### src/rtl/instr_fetch.sv
// Instruction fetch stage: owns the PC, issues req/ack word reads to instruction
// memory, and buffers {instr, pc} in a small FIFO with valid/ready output.
module instr_fetch #(
  parameter logic [31:0] RESET_PC = 32'h0000_0000,
  parameter int          QDEPTH   = 4
) (
  input  logic        clk,
  input  logic        rst,
  output logic        imem_req,
  output logic [31:0] imem_addr,
  input  logic        imem_ack,
  input  logic [31:0] imem_rdata,
  output logic        out_valid,
  input  logic        out_ready,
  output logic [31:0] out_instr,
  output logic [31:0] out_pc,
  output logic [31:0] out_incpc,
  input  logic        redirect,
  input  logic [31:0] redirect_pc
);

  localparam int PW = $clog2(QDEPTH);
  localparam int CW = PW + 1;
  localparam logic [CW-1:0] QD_C = CW'(QDEPTH);

  typedef enum logic [1:0] {
    IDLE = 2'd0,
    REQ  = 2'd1,
    DROP = 2'd2
  } state_t;

  state_t          state_r;
  logic [31:0]     fetch_pc_r;
  logic            imem_req_r;
  logic [31:0]     imem_addr_r;
  logic [CW-1:0]   count_r;
  logic [PW-1:0]   rd_ptr_r;
  logic [PW-1:0]   wr_ptr_r;
  logic [31:0]     instr_mem_r [QDEPTH];
  logic [31:0]     pc_mem_r    [QDEPTH];
  logic            out_valid_r;
  logic [31:0]     out_instr_r;
  logic [31:0]     out_pc_r;

  state_t          state_next_s;
  logic            push_s;
  logic            pop_s;
  logic [CW-1:0]   count_next_s;
  logic [PW-1:0]   rd_ptr_next_s;
  logic [PW-1:0]   wr_ptr_next_s;
  logic [31:0]     fetch_pc_next_s;
  logic [31:0]     imem_addr_next_s;
  logic            head_hit_s;
  logic [31:0]     head_instr_next_s;
  logic [31:0]     head_pc_next_s;

  // Next-state, FIFO bookkeeping and next head-entry computation
  always_comb begin
    pop_s  = out_valid_r & out_ready;
    push_s = (state_r == REQ) & imem_ack & ~redirect;

    if (redirect) begin
      count_next_s    = {CW{1'b0}};
      rd_ptr_next_s   = {PW{1'b0}};
      wr_ptr_next_s   = {PW{1'b0}};
      fetch_pc_next_s = {redirect_pc[31:2], 2'b00};
    end else begin
      count_next_s    = count_r + CW'(push_s) - CW'(pop_s);
      rd_ptr_next_s   = pop_s  ? rd_ptr_r + PW'(1) : rd_ptr_r;
      wr_ptr_next_s   = push_s ? wr_ptr_r + PW'(1) : wr_ptr_r;
      fetch_pc_next_s = push_s ? fetch_pc_r + 32'd4 : fetch_pc_r;
    end

    state_next_s = state_r;
    case (state_r)
      IDLE: begin
        if (redirect) begin
          state_next_s = REQ;
        end else if (count_next_s < QD_C) begin
          state_next_s = REQ;
        end else begin
          state_next_s = IDLE;
        end
      end
      REQ: begin
        // An un-acked request cannot be withdrawn, so a redirect parks in DROP
        if (redirect) begin
          state_next_s = imem_ack ? REQ : DROP;
        end else if (imem_ack) begin
          state_next_s = (count_next_s < QD_C) ? REQ : IDLE;
        end else begin
          state_next_s = REQ;
        end
      end
      DROP: begin
        if (redirect) begin
          state_next_s = DROP;
        end else if (imem_ack) begin
          state_next_s = REQ;
        end else begin
          state_next_s = DROP;
        end
      end
      default: begin
        state_next_s = IDLE;
      end
    endcase

    imem_addr_next_s = (state_next_s == DROP) ? imem_addr_r : fetch_pc_next_s;

    // The head after this edge may be the word being written right now
    head_hit_s = push_s & (wr_ptr_r == rd_ptr_next_s);
    if (head_hit_s) begin
      head_instr_next_s = imem_rdata;
      head_pc_next_s    = fetch_pc_r;
    end else begin
      head_instr_next_s = instr_mem_r[rd_ptr_next_s];
      head_pc_next_s    = pc_mem_r[rd_ptr_next_s];
    end
  end

  // Control state, fetch PC, memory request and registered output head
  always_ff @(posedge clk or negedge rst) begin
    if (!rst) begin
      state_r     <= IDLE;
      fetch_pc_r  <= RESET_PC;
      imem_req_r  <= 1'b0;
      imem_addr_r <= RESET_PC;
      count_r     <= {CW{1'b0}};
      rd_ptr_r    <= {PW{1'b0}};
      wr_ptr_r    <= {PW{1'b0}};
      out_valid_r <= 1'b0;
      out_instr_r <= 32'h0000_0000;
      out_pc_r    <= 32'h0000_0000;
    end else begin
      state_r     <= state_next_s;
      fetch_pc_r  <= fetch_pc_next_s;
      imem_req_r  <= (state_next_s != IDLE);
      imem_addr_r <= imem_addr_next_s;
      count_r     <= count_next_s;
      rd_ptr_r    <= rd_ptr_next_s;
      wr_ptr_r    <= wr_ptr_next_s;
      out_valid_r <= (count_next_s != {CW{1'b0}});
      out_instr_r <= head_instr_next_s;
      out_pc_r    <= head_pc_next_s;
    end
  end

  // FIFO storage
  always_ff @(posedge clk or negedge rst) begin
    if (!rst) begin
      for (int i = 0; i < QDEPTH; i++) begin
        instr_mem_r[i] <= 32'h0000_0000;
        pc_mem_r[i]    <= 32'h0000_0000;
      end
    end else if (push_s) begin
      instr_mem_r[wr_ptr_r] <= imem_rdata;
      pc_mem_r[wr_ptr_r]    <= fetch_pc_r;
    end
  end

  assign imem_req  = imem_req_r;
  assign imem_addr = imem_addr_r;
  assign out_valid = out_valid_r;
  assign out_instr = out_instr_r;
  assign out_pc    = out_pc_r;
  assign out_incpc = out_pc_r + 32'd4;

  instr_fetch_chk #(
    .QDEPTH(QDEPTH),
    .CW    (CW)
  ) u_chk (
    .clk      (clk),
    .rst      (rst),
    .imem_req (imem_req_r),
    .imem_ack (imem_ack),
    .imem_addr(imem_addr_r),
    .count    (count_r),
    .in_req   (state_r == REQ)
  );

endmodule

// Protocol and occupancy invariants of the fetch stage.
module instr_fetch_chk #(
  parameter int QDEPTH = 4,
  parameter int CW     = 3
) (
  input logic          clk,
  input logic          rst,
  input logic          imem_req,
  input logic          imem_ack,
  input logic [31:0]   imem_addr,
  input logic [CW-1:0] count,
  input logic          in_req
);

  a_addr_stable: assert property (@(posedge clk) disable iff (!rst)
    (imem_req && !imem_ack) |=> $stable(imem_addr));

  a_addr_aligned: assert property (@(posedge clk) disable iff (!rst)
    imem_addr[1:0] == 2'b00);

  a_slot_reserved: assert property (@(posedge clk) disable iff (!rst)
    (int'(count) + int'(in_req)) <= QDEPTH);

endmodule

### config.mk
export PLATFORM = sky130hd
export DESIGN_NAME = instr_fetch
export DESIGN_NICKNAME = d
export VERILOG_FILES = /design/src/rtl/instr_fetch.sv
export SDC_FILE = /design/constraint.sdc
export NUM_CORES = 1
export LEC_CHECK = 0
export BUFFER_PORTS_ARGS = -buffer_cell sky130_fd_sc_hd__buf_2
export CELL_PAD_IN_SITES_DETAIL_PLACEMENT = 0
export CELL_PAD_IN_SITES_GLOBAL_PLACEMENT = 2
export CORE_AREA = 2 2 216 218
export CTS_BUF_LIST = sky130_fd_sc_hd__clkbuf_16
export CTS_CLUSTER_SIZE = 10
export DETAILED_ROUTE_END_ITERATION = 10
export DIE_AREA = 0 0 218 220
export PLACE_DENSITY = 0.82
export SETUP_SLACK_MARGIN = 0.5
export SLEW_MARGIN = 5
export SYNTH_ARGS = -nofsm -noshare
export SYNTH_HDL_FRONTEND = slang
export SYNTH_SLANG_ARGS = --single-unit
### constraint.sdc
create_clock -name clk -period 3.6 [get_ports clk]
set_input_delay 0.36 -clock clk [delete_from_list [all_inputs] [get_ports clk]]
set_output_delay 0.36 -clock clk [all_outputs]
set_load 0.05 [all_outputs]
* Yosys cells after proc, flatten, opt, wreduce, memory -nomap -nowiden
Index checks and enable logic that the tools add are counted.
** Storage, ports and cells
- Bits in registers :: 395
- Latch bits :: 0
- RAM bits :: 0
- Memory bits (read-only) :: 0
- Input port bits :: 69
- Output and inout bits :: 130
- Word-level logic and storage cells :: 70
- Memories kept :: 0
** Operators by class
- Add/subtract/negate cells :: 6
- Multiply operators :: 0
- Div/mod/pow operators :: 0
- $lt $le $gt $ge :: 4
- Eq/ne operators :: 4
- Shifts and indexed selects :: 0
- Muxes and demuxes :: 26
- Bitwise operators :: 7
- Reduce and logical (&&, ||, !) cells :: 5
** Operators by type and width (number)
- $mux W32 :: 9
- $bwmux W128 :: 2
- $bmux W32 S2 :: 2
- $add A32 B3 Y32 const B :: 2
- $demux W32 S2 :: 1
- $mux W2 :: 8
- $ge A3 B3 Y1 const B :: 2
- $not A2 Y3 :: 2
- $pmux W2 S3 :: 1
- $add A2 B1 Y2 const B :: 2
- $and A1 B1 Y1 :: 4
- $eq A2 B2 Y1 const B :: 2
- $reduce_bool A2 Y1 :: 2
- $add A3 B1 Y3 :: 1
- $lt A3 B1 Y1 const B :: 1
- $lt A3 B3 Y1 const B :: 1
- $mux W3 :: 1
- $reduce_bool A3 Y1 :: 1
- $sub A3 B1 Y3 :: 1
- $eq A2 B1 Y1 const B :: 1
- $eq A2 B2 Y1 :: 1
- $logic_not A2 Y1 :: 1
- $mux W1 :: 2
- $logic_and A1 B1 Y1 :: 1
- $not A1 Y1 :: 1

* Longest topological paths before layout
Gate-level depths: netlist of the first run.
- Depth in word-level cells :: 12
- Gate-level depth with buffers :: 12

* Worst setup path before layout of the first run
Ideal clock, no wire load.
- Kind :: register to output
- Start :: reg out_pc_r[4] (netlist: out_pc[4])
- End :: out out_incpc[25]
- Arrival time :: 2.915 ns
- Required time :: 3.240 ns
- Path slack :: 0.325 ns
- Cell stages (with the launch flop) :: 7
- Cell sequence :: dfrtp_1 nand4_1 nor4_1 and4_1 buf_2 nand3_1 xnor2_1
** Between the ends
- Longest elaborated chain between the ends :: 1
** RTL lines
- start, declared :: line 43 : logic [31:0] out_pc_r;
- start signal, assigned :: line 145 : out_pc_r <= head_pc_next_s;
- $add A32 B3 Y32 :: line 167 : assign out_incpc = out_pc_r + 32'd4;
- end, declared :: line 17 : output logic [31:0] out_incpc,
No other way between the ends.

* Final worst setup path of the first run
- Start :: reg out_pc_r[4] (netlist: out_pc[4])
- End :: out out_incpc[31]
Same word-level chain as after synthesis.

==> impl_metrics.yaml, run 1 <==
detailed_routing:
  drt_wl_total_um: 41800
  num_vias: 11200
  avgViaCountPerCell: 5.16
  drtIter0Drc: 553
  met2WireLength_um: 20400
  first_pass_iters: 4
  drcViolationCount: 0
  wire_per_inst_um: 19.2
  ant_nets: 0
  met3_length_um: 1610
  routed.top_layer: "met4"
  drt-met1-wl_um: 18900
layout:
  instances_no_fill: 2177
  final_cell_mix: "390 x dfrtp_1, 324 x mux2_2, 198 x mux2i_1, 187 x buf_2, 73 x nand2_1"
  antenna_cells: 0
  final_common_cell: "dfrtp_1"
  drive_above_1_share_pct: 40.0
  postLayoutCoreUtil_pct: 46.3
  fillers: 4237
  final_area_sq_um: 21200
  areaGrowthSynthToFinish_pct: 17.0
  layout.nets: 1634
timing:
  finalSetupViolations: 0
  rsz0062_at_grt: "false"
  hold_slack_ns: 0.0275
  finalSetupTns_ns: 0
  fin_crit_ns: 2.94
  worstMarginPinSlew_ns: 0.939
  fmax_mhz: 340
  period_share_pct: 81.6
  slew_headroom_pct: 37.4
  fin_skew_ns: 0.0164
  slew_viol_final: 0
  finalHoldViolCount: 0
  setup_ws_ns: 0.663
worst_setup_path:
  reg2reg_to: "imem_req"
  r2r_slack_ns: 1.00
  cp_common_cell: "buf_4"
  critPathBufInv: 2
  path_class: "reg -> out"
  crit_family: "simple AND/OR/NAND/NOR gates"
  start_kind: "flip-flop"
  cp_max_fo: 6
  cp_slowest_cell: "dfrtp_2"
  end_kind: "output pin"
  cp_cell_sequence: "nand4_1, nor4_2, buf_4, and4_2, nand3_1, xnor2_2, buf_4"
  timing.rr.start: "state_r[1]"
  worstRegToRegCells: 11
  slowest_delay_ns: 0.44
  cp.required_ns: 3.24
  cp.arrival_ns: 2.58
hold_path:
  hp-class: "in -> reg"
  hold_path_depth: 3
  hp-start: "redirect_pc[25]"
  worstHoldEndpoint: "fetch_pc_r[25]"
global_route:
  grt_pass1_wl_um: 66300
  first_global_vias: 11700
  grt-ovfl-total: 0
  antenna_found_initial: 3
  grt_max_degree: 99
  grtUsageTotal_pct: 17.8
pwr:
  vdd_ir_drop_max_uv: 626
  p_per_area_nw_per_um2: 838
  finalPower_mw: 17.8
  leakage_nw: 9.73
placed_design:
  portBuffers: 196
  dpl.cell_count: 2111
  preCtsSetupSlack_ns: 0.951
  place_area_sq_um: 19900
  place_congestion: 0.749
  hpwl_um: 27300
floorplanning:
  die_h_um: 220
  initial_core_util_pct: 39.6
  core_sq_um: 45900
  rows: 79
  pin_count: 199
  die_area_sq_um: 48000
  die_w_um: 218
yosys:
  synth_edf_count: 0
  avgSynthCellArea_sq_um: 13.1
  ys.flop_type: "dfrtp_1"
  yosysTopAreaCellShare_pct: 54.5
  synthArstFlopShare_pct: 100
  ys_warn_count: 0
  syn-num-nets: 1459
  synthCells: 1381
  yosysTopAreaCell: "dfrtp_1"
  ys_top_cells_by_area: "dfrtp_1 54%, mux2_2 20%, mux2i_1 11%"
  ys_ff_latch: 395
  ys_types: 46
  seq_area_frac_synth_pct: 54.5
  syn_area_sq_um: 18100
clock_network:
  cts_tree: "done"
  clkTransAtPathRegs_ns: 0.06
  cts-root-buf: "clkbuf_16"
  clockBufferDepth: 3
  clock_latency_ns: 0.57
  htree_num_levels: 2
  numCtsBuffers: 47
  cts_sinks: 395
outcome:
  status: "finished clean"
flow_run:
  max-cap-violations: 0
## report_power, final
group / total (mW) / switching [mW] / internal, mW
Combinational: 6.67 / 4.06 / 2.61
Sequential: 7.05 / 1.01 / 6.04
Clock: 4.06 / 1.74 / 2.32
## cell usage after synthesis, types with 2 or more instances
library cell,n
or3b_2,2
buf_4,2
nor2_1,33
ha_1,8
nor4_1,10
a31oi_1,2
buf_2,36
nor3_1,8
buf_1,18
nand3_1,27
a21oi_1,11
a211o_1,2
nor2b_1,8
inv_1,15
a221o_1,7
o21ai_0,31
nand2_1,77
clkbuf_1,41
mux2i_1,198
xnor2_1,36
or2_2,2
and2_1,7
and3_1,14
and4_1,6
or3_1,2
o221ai_1,8
mux2_2,326
nand4_1,14
xor2_1,19
dfrtp_1,395
## worst register-to-register path: cells and delay by family, from the launching register on
kind / cells / cell delay (ns)
simple gates: 3 / 0.81
fa+ha+maj: 3 / 0.79
flops: 1 / 0.44
buf+inv: 3 / 0.19
xor+xnor: 1 / 0.13
compound gates: 1 / 0.12
## state kept, by name, summed over array words and instances, names as in the netlist
signal       cells
out_instr       32
state_r          2
out_pc          32
count_r          3
pc_mem_r       128
instr_mem_r    128
out_valid        1
imem_req         1
imem_addr       32
wr_ptr_r         2
rd_ptr_r         2
fetch_pc_r      32
## worst max path at each step
| stage | slack [ns] | from | end | depth (start not counted) |
|---|---|---|---|---|
| 3_5_place_dp | 0.95 | redirect | imem_req | 12 |
| 3_3_place_gp | 0.95 | redirect | imem_req | 12 |
| 5_1_grt | 0.51 | out_pc[2] | out_incpc[28] | 8 |
| 2_1_floorplan | 0.51 | out_pc[4] | out_incpc[23] | 5 |
| 6_report | 0.66 | out_pc[4] | out_incpc[31] | 7 |
| 4_1_cts | 0.51 | out_pc[3] | out_incpc[28] | 8 |
## cell families after synthesis
family / count (synthesis) / share of synthesized area (%)
AO/OA/AOI/OAI: 68 / 2.46
buffers and inverters: 114 / 2.69
XOR/XNOR: 55 / 2.65
multiplexers: 524 / 31.2
flip-flops: 395 / 54.5
AND/OR/NAND/NOR: 216 / 5.90
adder cells (fa/ha/maj): 9 / 0.662
## repair_timing
action	4_1_cts	5_1_grt
hold buffers	2	0
pin swaps	0	1
endpoints found under the hold margin	67	0
buffers inserted	0	1
resized for setup	9	7
endpoints found under the setup margin	6	9
## layer usage
metal  up-vias  global-route usage, %
met5         -                      0
met3        55                   2.54
li1       5250                      -
met1      5731                   23.9
met2       197                   29.7
met4         0                   5.44
## area by class of cell
type	count	area, sq um	area share [%]
Sequential cell	395	9890	46.6
Multi-Input combinational cell	872	7920	37.3
Timing Repair Buffer	224	1340	6.31
Clock buffer	47	1180	5.54
Tap cell	607	759	3.58
Clock inverter	16	81.3	0.383
Inverter	16	60.1	0.283
Note: power is estimated with default switching activity, not from simulation.
==> run 2: changes to the inputs <==
--- a/config.mk
+++ b/config.mk
@@ -8,12 +8,12 @@
 export BUFFER_PORTS_ARGS = -buffer_cell sky130_fd_sc_hd__buf_2
 export CELL_PAD_IN_SITES_DETAIL_PLACEMENT = 0
 export CELL_PAD_IN_SITES_GLOBAL_PLACEMENT = 2
-export CORE_AREA = 2 2 216 218
+export CORE_AREA = 2 2 225 227
 export CTS_BUF_LIST = sky130_fd_sc_hd__clkbuf_16
 export CTS_CLUSTER_SIZE = 10
 export DETAILED_ROUTE_END_ITERATION = 10
-export DIE_AREA = 0 0 218 220
-export PLACE_DENSITY = 0.82
+export DIE_AREA = 0 0 227 229
+export PLACE_DENSITY = 0.8
 export SETUP_SLACK_MARGIN = 0.5
 export SLEW_MARGIN = 5
 export SYNTH_ARGS = -nofsm -noshare
==> constraint.sdc (replaced) <==
create_clock -name clk -period 2.7 [get_ports clk]
set_input_delay 0.27 -clock clk [delete_from_list [all_inputs] [get_ports clk]]
set_output_delay 0.27 -clock clk [all_outputs]
set_load 0.05 [all_outputs]
==> run 2 against run 1 <==
Effect of this change: power grew 41%; largest power group is now combinational logic; die area increased by 8.4%; non-clock buffer count is 102 higher; combinational power grew 48%; routed wire length is 9.7% higher; final area grew 8.9%; critical path depth up 2; cell count is 8.0% higher; via count increased by 4.9%; clock skew fell by 0.0044 ns; worst hold slack worse by 0.0045 ns; sequential power is 33% higher.
==> impl_metrics.yaml, run 2 (synthesis gave the netlist of run 1 again) <==
outcome:
  status: "finished clean"
worst_setup_path:
  path_class: "reg -> out"
  cp_max_fo: 5
  end_kind: "output pin"
  cp.required_ns: 2.43
  timing.rr.start: "state_r[1]"
  worstRegToRegCells: 11
  r2r_slack_ns: 0.43
  reg2reg_to: "imem_req"
  start_kind: "flip-flop"
  cp.arrival_ns: 2.41
timing:
  fin_skew_ns: 0.0120
  finalSetupTns_ns: 0
  period_share_pct: 99.1
  fmax_mhz: 374
  finalHoldViolCount: 0
  rsz0062_at_grt: "true"
  hold_slack_ns: 0.0231
  finalSetupViolations: 0
  slew_viol_final: 0
  fin_crit_ns: 2.68
  slew_headroom_pct: 36.0
  worstMarginPinSlew_ns: 0.957
hold_path:
  hold_path_depth: 3
  hp-start: "redirect_pc[12]"
  hp-class: "in -> reg"
  worstHoldEndpoint: "fetch_pc_r[12]"
layout:
  drive_above_1_share_pct: 44.2
  final_common_cell: "dfrtp_1"
  final_cell_mix: "375 x dfrtp_1, 323 x mux2_2, 198 x mux2i_1, 171 x buf_2, 64 x nand2_1"
  layout.nets: 1736
  reg_top3: "instr_mem_r: 128 flops, pc_mem_r: 128 flops"
  instances_no_fill: 2351
  areaGrowthSynthToFinish_pct: 27.4
  final_area_sq_um: 23100
detailed_routing:
  ant_nets: 0
  drtIter0Drc: 484
  wire_per_inst_um: 19.5
  routed.top_layer: "met5"
  drt-met1-wl_um: 20800
  avgViaCountPerCell: 5.01
  met2WireLength_um: 21800
  first_pass_iters: 5
  met3_length_um: 2280
  drcViolationCount: 0
  drt_wl_total_um: 45800
  num_vias: 11800
clock_network:
  cts-root-buf: "clkbuf_16"
  clkTransAtPathRegs_ns: 0.06
  clock_latency_ns: 0.57
  htree_num_levels: 2
  numCtsBuffers: 47
  cts_sinks: 395
  cts_tree: "done"
  clockBufferDepth: 3
global_route:
  grt-ovfl-total: 0
  grt_pass1_wl_um: 72300
  antenna_found_initial: 3
  first_global_vias: 12600
  grt_max_degree: 95
  grtUsageTotal_pct: 17.9
flow_run:
  max-cap-violations: 0
placed_design:
  dpl.cell_count: 2201
  place_congestion: 0.731
  portBuffers: 196
  place_area_sq_um: 20600
  hpwl_um: 29200
pwr:
  p_per_area_nw_per_um2: 1080
  leakage_nw: 10.5
  vdd_ir_drop_max_uv: 658
  finalPower_mw: 25.0
floorplanning:
  die_h_um: 229
  die_area_sq_um: 52000
  core_sq_um: 49700
  rows: 82
  initial_core_util_pct: 36.5
  die_w_um: 227
  pin_count: 199
[run 2: worst max-delay path by stage]
stage | startpoint | endpoint | depth (start not counted)
2_1_floorplan | out_pc[2] | out_incpc[24] | 6
3_3_place_gp | out_pc[4] | out_incpc[28] | 8
3_5_place_dp | out_pc[4] | out_incpc[30] | 8
4_1_cts | out_pc[3] | out_incpc[30] | 8
5_1_grt | out_pc[7] | out_incpc[31] | 9
6_report | out_pc[7] | out_incpc[31] | 9
[run 2: routing by layer]
layer	GRT usage (%)	vias up
met5	0	-
met4	5.21	4
met3	3.55	57
met2	29.5	213
met1	24.0	6050
li1	-	5459
[run 2: timing repair]
| item | in CTS | in global routing |
|---|---|---|
| endpoints found under the setup margin | 42 | 68 |
| hold endpoints to repair | 230 | 0 |
| hold buffers | 58 | 0 |
| buffers inserted | 16 | 5 |
| gates resized for setup | 86 | 27 |
| pin swaps | 17 | 7 |
| cloned | 0 | 1 |
[run 2: critical path, stage by stage, from the launching register on]
cell and delay (ns):
dfrtp_2 0.36, nand4_1 0.14, buf_4 0.17, nor4_4 0.14, buf_6 0.16, and4_4 0.28, nand3_2 0.09, buf_6 0.16
xnor2_4 0.16, buf_12 0.15
[run 2: final cells by class]
type	count	area [sq um]
Sequential cell	395	9910
Timing Repair Buffer	326	2510
Clock buffer	49	1230
Tap cell	672	841
Fill cell	4488	26500
Inverter	16	62.6
Antenna cell	1	2.50
Multi-Input combinational cell	872	8440
Clock inverter	20	128
[run 2: metrics by stage]
| step | worst slack (ns) | utilization (%) |
|---|---|---|
| after floorplan | 0.339 | - |
| after global placement | 0.154 | 41.4 |
| after detailed placement | 0.150 | 41.4 |
| after CTS | -0.00179 | 46.2 |
| after global routing | -0.0761 | 46.5 |
| final | 0.0249 | 46.6 |
[run 2: power breakdown]
| group | total, mW | internal, mW | switching [mW] |
|---|---|---|---|
| clock | 5.73 | 3.39 | 2.34 |
| combinational | 9.89 | 4.11 | 5.78 |
| sequential | 9.38 | 8.07 | 1.32 |
==> run 3: changes to the inputs <==
--- a/config.mk
+++ b/config.mk
@@ -8,12 +8,12 @@
 export BUFFER_PORTS_ARGS = -buffer_cell sky130_fd_sc_hd__buf_2
 export CELL_PAD_IN_SITES_DETAIL_PLACEMENT = 0
 export CELL_PAD_IN_SITES_GLOBAL_PLACEMENT = 2
-export CORE_AREA = 2 2 225 227
+export CORE_AREA = 2 2 216 218
 export CTS_BUF_LIST = sky130_fd_sc_hd__clkbuf_16
 export CTS_CLUSTER_SIZE = 10
 export DETAILED_ROUTE_END_ITERATION = 10
-export DIE_AREA = 0 0 227 229
-export PLACE_DENSITY = 0.8
+export DIE_AREA = 0 0 218 220
+export PLACE_DENSITY = 0.82
 export SETUP_SLACK_MARGIN = 0.5
 export SLEW_MARGIN = 5
 export SYNTH_ARGS = -nofsm -noshare
==> constraint.sdc (replaced) <==
create_clock -name clk -period 3.34 [get_ports clk]
set_input_delay 0.334 -clock clk [delete_from_list [all_inputs] [get_ports clk]]
set_output_delay 0.334 -clock clk [all_outputs]
set_load 0.05 [all_outputs]
==> run 3 against run 2 <==
Effect of this change: combinational power shrank 25%; via count shrank 3.8%; power down 22%; critical path depth decreased by 2; flip-flop and latch count stayed put; sequential share of layout area up 3.1 points; count of clock-buffer cells in the layout shrank 2; worst setup slack gained 0.56 ns; cell count down 7.0%.
==> impl_metrics.yaml, run 3 (synthesis gave the netlist of run 1 again) <==
outcome:
  status: "finished clean"
layout:
  reg_top3: "instr_mem_r: 128 flops, pc_mem_r: 128 flops"
  drive_above_1_share_pct: 41.5
  postLayoutCoreUtil_pct: 46.9
  final_area_sq_um: 21500
  final_common_cell: "dfrtp_1"
  layout.nets: 1650
  antenna_cells: 0
  final_cell_mix: "388 x dfrtp_1, 324 x mux2_2, 198 x mux2i_1, 183 x buf_2, 69 x nand2_1"
  areaGrowthSynthToFinish_pct: 18.6
  instances_no_fill: 2187
placed_design:
  portBuffers: 196
  hpwl_um: 26900
  dpl.cell_count: 2112
  place_congestion: 0.741
  preCtsSetupSlack_ns: 0.654
  place_area_sq_um: 20000
clock_network:
  cts-root-buf: "clkbuf_16"
  cts_sinks: 395
  clock_latency_ns: 0.56
  numCtsBuffers: 46
  clkTransAtPathRegs_ns: 0.06
  htree_num_levels: 2
  cts_tree: "done"
  clockBufferDepth: 3
floorplanning:
  rows: 79
  die_area_sq_um: 48000
  pin_count: 199
  die_h_um: 220
  core_sq_um: 45900
  initial_core_util_pct: 39.6
  die_w_um: 218
detailed_routing:
  first_pass_iters: 4
  avgViaCountPerCell: 5.19
  ant_nets: 0
  wire_per_inst_um: 19.2
  num_vias: 11300
  drcViolationCount: 0
  drt_wl_total_um: 41900
  drtIter0Drc: 453
worst_setup_path:
  end_kind: "output pin"
  cp.arrival_ns: 2.42
  cp.required_ns: 3.01
  path_class: "reg -> out"
  start_kind: "flip-flop"
  cp_max_fo: 5
  timing.rr.start: "out_valid"
  crit_start: "out_pc[5]"
pwr:
  p_per_area_nw_per_um2: 902
  finalPower_mw: 19.4
  vdd_ir_drop_max_uv: 848
  leakage_nw: 9.88
global_route:
  antenna_found_initial: 2
  grt_pass1_wl_um: 66300
  grtUsageTotal_pct: 17.8
  grt_max_degree: 130
  grt-ovfl-total: 0
  first_global_vias: 11800
timing:
  period_share_pct: 82.6
  worstMarginPinSlew_ns: 1.04
  finalHoldViolCount: 0
  fin_skew_ns: 0.0163
  setup_ws_ns: 0.582
  fmax_mhz: 363
  fin_crit_ns: 2.76
  slew_viol_final: 0
  slew_headroom_pct: 30.6
  hold_slack_ns: 0.0327
  finalSetupTns_ns: 0
  rsz0062_at_grt: "true"
  finalSetupViolations: 0
hold_path:
  hp-start: "redirect_pc[23]"
  hp-class: "in -> reg"
flow_run:
  max-cap-violations: 0
## run 3: changes by cell type in the layout (fill, tap and decap cells not counted), moves of 6 or more
cell,previous run,this run
buf_12,16,10
buf_2,171,183
buf_4,52,31
buf_6,25,9
dfrtp_1,375,388
dfrtp_2,20,7
dlygate4sd3_1,58,6
inv_1,25,19
nand3_1,18,24
xnor2_4,11,1
## run 3: critical path, cell delays in order (launching register included)
cell,delay [ns]
dfrtp_2,0.38
nand4_1,0.21
nor4_2,0.33
buf_4,0.20
and4_4,0.28
nand3_1,0.12
xnor2_2,0.16
buf_6,0.18
## run 3: worst paths after layout
| kind | cells after the start | slack (ns) | to |
|---|---|---|---|
| min in group asynchronous | 2 | 0.34 | pc_mem_r[121] |
| max in group asynchronous | 3 | 1.99 | instr_mem_r[81] |
| max | 7 | 0.58 | out_incpc[31] |
| max reg2reg | 6 | 0.74 | out_instr[13] |
| min reg2reg | 2 | 0.48 | pc_mem_r[83] |
| min | 3 | 0.03 | fetch_pc_r[23] |
## run 3: where the power goes
part	internal, mW	switching (mW)	leakage (nW)
registers	6.51	1.06	5.04
logic	2.96	4.47	4.22
clock network	2.55	1.86	0.626
## run 3: area by class of cell
class / count / area [sq um]
Clock inverter: 9 / 66.3
Inverter: 16 / 60.1
Tap cell: 607 / 759
Clock buffer: 47 / 1180
Timing Repair Buffer: 241 / 1530
Multi-Input combinational cell: 872 / 8030
Fill cell: 4210 / 24300
Sequential cell: 395 / 9890
## run 3: repair_timing
action / CTS / global route
hold buffers: 6 / 0
resized for setup: 21 / 25
hold endpoints to repair: 75 / 0
pin swaps: 2 / 6
gates cloned: 0 / 0
setup buffers: 6 / 7
endpoints found under the setup margin: 10 / 15
## run 3: metal layers
layer	GRT usage, %	wire (um)
met2	29.7	20500
met3	2.75	1510
met4	5.76	1040
met5	0	7
met1	23.7	18900
